==> src/rtl/alu_pkg.sv <==
// Shared types for the arbitrated ALU: FSM states, requester ID and the
// operation encoding understood by the alu sub-module.
package alu_pkg;

    typedef enum logic [1:0] {
        ST_IDLE = 2'd0,
        ST_EXEC = 2'd1,
        ST_RESP = 2'd2
    } state_e;

    typedef logic req_id_t;

    typedef enum logic [1:0] {
        ALU_ADD = 2'b00,
        ALU_SUB = 2'b01,
        ALU_AND = 2'b10,
        ALU_OR  = 2'b11
    } alu_ctrl_e;

endpackage

==> src/rtl/alu.sv <==
// Combinational N-bit ALU; carry_out is bit N of the add/subtract result
// (borrow on SUB) and zero for the logic operations.
module alu
    import alu_pkg::*;
#(
    parameter int N = 4
) (
    input  logic [N-1:0] a,
    input  logic [N-1:0] b,
    input  alu_ctrl_e    ctrl,
    output logic [N-1:0] result,
    output logic         carry_out
);

    logic [N:0] wide;

    always_comb begin
        wide = '0;
        unique case (ctrl)
            ALU_ADD: wide = {1'b0, a} + {1'b0, b};
            ALU_SUB: wide = {1'b0, a} - {1'b0, b};
            ALU_AND: wide = {1'b0, a & b};
            ALU_OR:  wide = {1'b0, a | b};
            default: wide = '0;
        endcase
    end

    assign result    = wide[N-1:0];
    assign carry_out = wide[N];

endmodule

==> src/rtl/alu_arbiter.sv <==
// Two-requester round-robin front end sharing one alu: IDLE grants and
// captures a request, EXEC registers the alu output, RESP holds it until taken.
module alu_arbiter
    import alu_pkg::*;
#(
    parameter int N = 4
) (
    input  logic         i_clk,
    input  logic         i_rst_n,
    input  logic [1:0]   i_req_valid,
    output logic [1:0]   o_req_ready,
    input  logic [N-1:0] i_a0,
    input  logic [N-1:0] i_b0,
    input  logic [N-1:0] i_a1,
    input  logic [N-1:0] i_b1,
    input  logic [1:0]   i_alu_ctrl0,
    input  logic [1:0]   i_alu_ctrl1,
    output logic [1:0]   o_rsp_valid,
    input  logic [1:0]   i_rsp_ready,
    output logic [N-1:0] o_result,
    output logic         o_carry_out,
    output logic         o_busy
);

    state_e    state, nxt_state;
    req_id_t   last_id;
    req_id_t   grant_id;
    logic      grant_any;
    logic      req_hs;
    logic      rsp_done;

    logic [N-1:0] cap_a, cap_b;
    alu_ctrl_e    cap_ctrl;
    req_id_t      cap_id;

    logic [N-1:0] alu_result;
    logic         alu_carry;

    // With both valid, the requester not served last wins; a lone request always wins.
    always_comb begin
        grant_any = 1'b0;
        grant_id  = 1'b0;
        unique case (i_req_valid)
            2'b01: begin grant_any = 1'b1; grant_id = 1'b0;     end
            2'b10: begin grant_any = 1'b1; grant_id = 1'b1;     end
            2'b11: begin grant_any = 1'b1; grant_id = ~last_id; end
            default: begin grant_any = 1'b0; grant_id = 1'b0;   end
        endcase
    end

    assign req_hs   = (state == ST_IDLE) && grant_any && i_rst_n;
    assign rsp_done = (state == ST_RESP) && i_rsp_ready[cap_id];

    always_ff @(posedge i_clk or negedge i_rst_n) begin
        if (!i_rst_n) begin
            state   <= ST_IDLE;
            last_id <= 1'b1;
        end else begin
            state <= nxt_state;
            if (req_hs)
                last_id <= grant_id;
        end
    end

    always_comb begin
        nxt_state   = state;
        o_req_ready = 2'b00;
        o_rsp_valid = 2'b00;
        o_busy      = 1'b1;
        unique case (state)
            ST_IDLE: begin
                o_busy = 1'b0;
                if (grant_any && i_rst_n)
                    o_req_ready = grant_id ? 2'b10 : 2'b01;
                if (req_hs)
                    nxt_state = ST_EXEC;
            end
            ST_EXEC: nxt_state = ST_RESP;
            ST_RESP: begin
                o_rsp_valid = cap_id ? 2'b10 : 2'b01;
                if (rsp_done)
                    nxt_state = ST_IDLE;
            end
            default: nxt_state = ST_IDLE;
        endcase
    end

    // Operand capture is pure data; only the handshake qualifies it.
    always_ff @(posedge i_clk) begin
        if (req_hs) begin
            cap_id   <= grant_id;
            cap_a    <= grant_id ? i_a1 : i_a0;
            cap_b    <= grant_id ? i_b1 : i_b0;
            cap_ctrl <= alu_ctrl_e'(grant_id ? i_alu_ctrl1 : i_alu_ctrl0);
        end
    end

    alu #(.N(N)) u_alu (
        .a         (cap_a),
        .b         (cap_b),
        .ctrl      (cap_ctrl),
        .result    (alu_result),
        .carry_out (alu_carry)
    );

    always_ff @(posedge i_clk or negedge i_rst_n) begin
        if (!i_rst_n) begin
            o_result    <= '0;
            o_carry_out <= 1'b0;
        end else if (state == ST_EXEC) begin
            o_result    <= alu_result;
            o_carry_out <= alu_carry;
        end
    end

endmodule

==> config.mk <==
export PLATFORM = sky130hd
export DESIGN_NAME = alu_arbiter
export DESIGN_NICKNAME = d
export VERILOG_FILES = /design/src/rtl/alu_pkg.sv /design/src/rtl/alu.sv /design/src/rtl/alu_arbiter.sv
export SDC_FILE = /design/constraint.sdc
export NUM_CORES = 1
export LEC_CHECK = 0
export ABC_CLOCK_PERIOD_IN_PS = 2400
export CAP_MARGIN = 20
export CORE_MARGIN = 2
export CORE_UTILIZATION = 42
export DETAILED_ROUTE_END_ITERATION = 10
export PLACE_DENSITY = 0.75
export SYNTH_ARGS = -nofsm -noshare
export SYNTH_HDL_FRONTEND = slang
export SYNTH_HIERARCHICAL = 1
export SYNTH_SLANG_ARGS = --single-unit
export TNS_END_PERCENT = 5
==> constraint.sdc <==
create_clock -name i_clk -period 2.4 [get_ports i_clk]
set_input_delay 0.6 -clock i_clk [delete_from_list [all_inputs] [get_ports i_clk]]
set_output_delay 0.6 -clock i_clk [all_outputs]
set_load 0.01 [all_outputs]
==> reports/metrics.yaml <==
setup_path:
  critical_path.top_delay_family: "buffers and inverters"
  critPathMaxFanout: 3
  reg2reg_to: "o_carry_out$_DFFE_PN0N_"
  critPathKind: "in2out"
  end_kind: "primary output"
  crit_path_top_delay_cell: "clkdlybuf4s50_1"
  cp.required_ns: 1.80
  reg2reg_slack_ns: 0.15
  rr_worst_depth: 9
  start_kind: "input pin"
  cp_num_buf_inv: 2
  rr_startpoint: "cap_b[1]$_DFFE_PP_"
  worstPathCellList: "clkdlybuf4s50_1, nor3b_4, and3_1, dlygate4sd2_1"
  cpPeakStageDelay_ns: 0.48
  worstPathArrival_ns: 1.72
clock_tree:
  cts.sinks: 19
  clk_path_buf_depth: 2
  h-tree-depth: 1
  hold_buffers: 0
  clkTransAtPathRegs_ns: 0.11
  root_buffer: "clkbuf_4"
  clock_latency_ns: 0.31
  cts_made_buffers: 3
  cts_tree: "built"
power:
  p_comb_frac: 0.469
  finalPower_mw: 1.27
  swShare: 0.307
  pwr-share-seq: 0.405
  powerDensity_mw_per_mm2: 751
  ir_worst_vdd_mv: 0.562
  cell_internal_pwr_uw: 881
  power_frac_clock: 0.126
  leakagePower_nw: 0.725
  net-switching-power_uw: 390
logic_synthesis:
  yosysUniqueCellTypes: 34
  syn_inst: 101
  ys_seq_area_frac: 0.433
  synth_top_area_share: 0.269
  ys_seq_elements: 19
  synth_warnings: 6
  synth.cell_area_mm2: 0.00123
  synth_area_per_cell_um2: 12.2
  synth_area_leaders: "edfxtp_1 27%, dfrtp_1 14%, mux2_4 9.8%, mux2_2 9.2%, ha_1 7.1%"
  yosys.area.top_type: "edfxtp_1"
  syn-num-nets: 135
sta:
  worstMarginPinSlew_ns: 0.259
  max_freq_ghz: 0.431
  slew_headroom: 0.825
  fin_crit_ns: 2.32
  setup_viol: 0
  finalHoldViolations: 0
  fin_hold_ws_ns: 0.517
  rsz0062_at_grt: "false"
  finalCritPeriodShare: 0.968
  finalSetupTns_ns: 0
  skew_ns: 0.0146
  finalMaxSlewViolations: 0
  setup_slack_ns: 0.0776
floorplan:
  chipHeight_um: 58.1
  row_count: 19
  coreArea_mm2: 0.00276
  ioPinCount: 36
  floorplan.initialDensity: 0.445
  fp.dieW_um: 58.1
  dieArea_mm2: 0.00337
layout:
  antenna_cells: 0
  finalNetCount: 180
  drive_gt1_frac: 0.241
  post-route-util: 0.614
  areaGrowthSynthToFinish_pct: 37.9
global_route:
  grt_pass1_wl_um: 3500
  grtUsageMet1: 0.160
  grt_most_used_layer: "met2"
  antenna_found_initial: 0
  grt_pass1_vias: 834
  grt_max_degree: 12
  grtUsageMet2: 0.239
  track_usage: 0.138
  grt_overflow: 0
  grt_use_met3: 0.0491
detailed_routing:
  drt_wl_total_um: 2030
  drt-initial-drc-count: 6
  detail-route-antenna-nets: 0
  drtPass1Iterations: 4
  vias: 860
  drc: 0
  vias_per_cell: 4.89
  wire_per_inst_um: 11.5
hold_path:
  hp-start: "o_result[2]$_DFFE_PN0N_"
  holdPathEnd: "o_result[2]$_DFFE_PN0N_"
  hold_depth: 1
  worstHoldPathType: "reg2reg"
place:
  place_ws_ns: -0.288
  portBuffers: 35
  gp_congestion: 0.823
  dp_hpwl_um: 1690
run:
  cap_viol_max_count: 0
run_status:
  outcome: "complete, no violations"
==> placed cells by master (no fill, tap or decap) <==
master | synthesis | layout
o21ai_0 | 4 | 4
clkbuf_1 | 1 | 1
inv_1 | 6 | 6
nand2_1 | 3 | 3
or3_1 | 1 | 1
nand2b_1 | 2 | 2
or2b_1 | 1 | 1
and2_1 | 2 | 2
nor3_1 | 2 | 2
edfxtp_1 | 11 | 11
xor2_1 | 1 | 1
xnor2_1 | 2 | 2
clkdlybuf4s50_1 | 0 | 32
maj3_1 | 2 | 2
a21oi_1 | 3 | 3
mux2_4 | 8 | 8
buf_4 | 0 | 9
nor4bb_1 | 1 | 1
dfstp_2 | 1 | 1
dlymetal6s2s_1 | 0 | 1
dlygate4sd2_1 | 0 | 2
nor2b_1 | 3 | 3
a2bb2oi_1 | 1 | 1
a31oi_1 | 1 | 1
clkbuf_4 | 0 | 3
and3_1 | 1 | 1
a21boi_4 | 1 | 1
o21a_1 | 5 | 5
dfrtp_1 | 7 | 7
nor2_1 | 6 | 6
ha_1 | 7 | 7
o31ai_2 | 0 | 1
or2_2 | 1 | 1
and2b_1 | 1 | 1
nor3b_4 | 0 | 1
mux2_2 | 10 | 10
fa_1 | 1 | 1
==> how the worst max path moves through the flow <==
stage | cells past startpoint | start | end | slack [ns]
global placement | 4 | i_rst_n | o_req_ready[0] | -0.28
detailed placement | 4 | i_rst_n | o_req_ready[0] | -0.29
finish | 4 | i_rst_n | o_req_ready[0] | 0.08
floorplan | 9 | cap_ctrl[1]$_DFFE_PP_ | o_carry_out$_DFFE_PN0N_ | 0.17
CTS | 4 | i_req_valid[1] | o_req_ready[0] | 0.02
global route | 4 | i_rst_n | o_req_ready[0] | 0.01
==> logic make-up (layout without fill, tap and decap cells) <==
family          count (synthesis)  count (layout)  share of synthesized area
compound gates                 16              16                     0.0928
xor+xnor                        3               3                     0.0214
fa+ha+maj                      10              10                      0.104
simple gates                   25              25                      0.113
flops                          19              19                      0.433
mux                            18              18                      0.190
buf+inv                        10              54                     0.0459
==> flip-flops by register name, indices dropped and copies added, names as in the netlist <==
signal       count
cap_id           1
cap_ctrl         2
cap_a            4
o_result         4
last_id          1
o_carry_out      1
cap_b            4
state            2
==> routing by layer <==
metal / wire, um / vias up
li1: - / 445
met1: 843 / 388
met2: 1030 / 24
met3: 119 / 3
met4: 31 / 0
met5: 0 / -
==> area by class of cell <==
type                            count  area [um2]
Timing Repair Buffer               44         418
Clock buffer                        4        26.3
Fill cell                         222        1060
Tap cell                           31        38.8
Inverter                            6        22.5
Multi-Input combinational cell     72         656
Sequential cell                    19         532
==> cell usage after synthesis <==
cell type  instances
a21boi_4           1
a21oi_1            3
a2bb2oi_1          1
a31oi_1            1
and2_1             2
and2b_1            1
and3_1             1
buf_12             1
buf_2              2
clkbuf_1           1
dfrtp_1            7
dfstp_2            1
edfxtp_1          11
fa_1               1
ha_1               7
inv_1              6
maj3_1             2
mux2_2            10
mux2_4             8
nand2_1            3
nand2b_1           2
nor2_1             6
nor2b_1            3
nor3_1             2
nor3b_1            1
nor4bb_1           1
o21a_1             5
o21ai_0            4
o31ai_1            1
or2_2              1
or2b_1             1
or3_1              1
xnor2_1            2
xor2_1             1
==> power by group through the flow <==
stage / clock [mW] / combinational, mW / sequential (mW)
after floorplan: 0 / 0.351 / 0.528
after global placement: 0 / 0.581 / 0.516
after detailed placement: 0 / 0.595 / 0.519
after CTS: 0.163 / 0.599 / 0.517
after global routing: 0.175 / 0.658 / 0.532
final: 0.160 / 0.597 / 0.515
==> through the flow <==
| stage | cells | instance area [um2] |
|---|---|---|
| after global placement | 172 | 1650 |
| after CTS | 176 | 1690 |
| final | 176 | 1690 |
| after detailed placement | 172 | 1650 |
| after floorplan | 101 | 1230 |
| after global routing | 176 | 1690 |
==> repair_timing <==
item	4_1_cts	5_1_grt
endpoints found under the setup margin	2	2
setup buffers	0	0
resized for setup	4	2
Note: power is estimated with default switching activity, not from simulation.
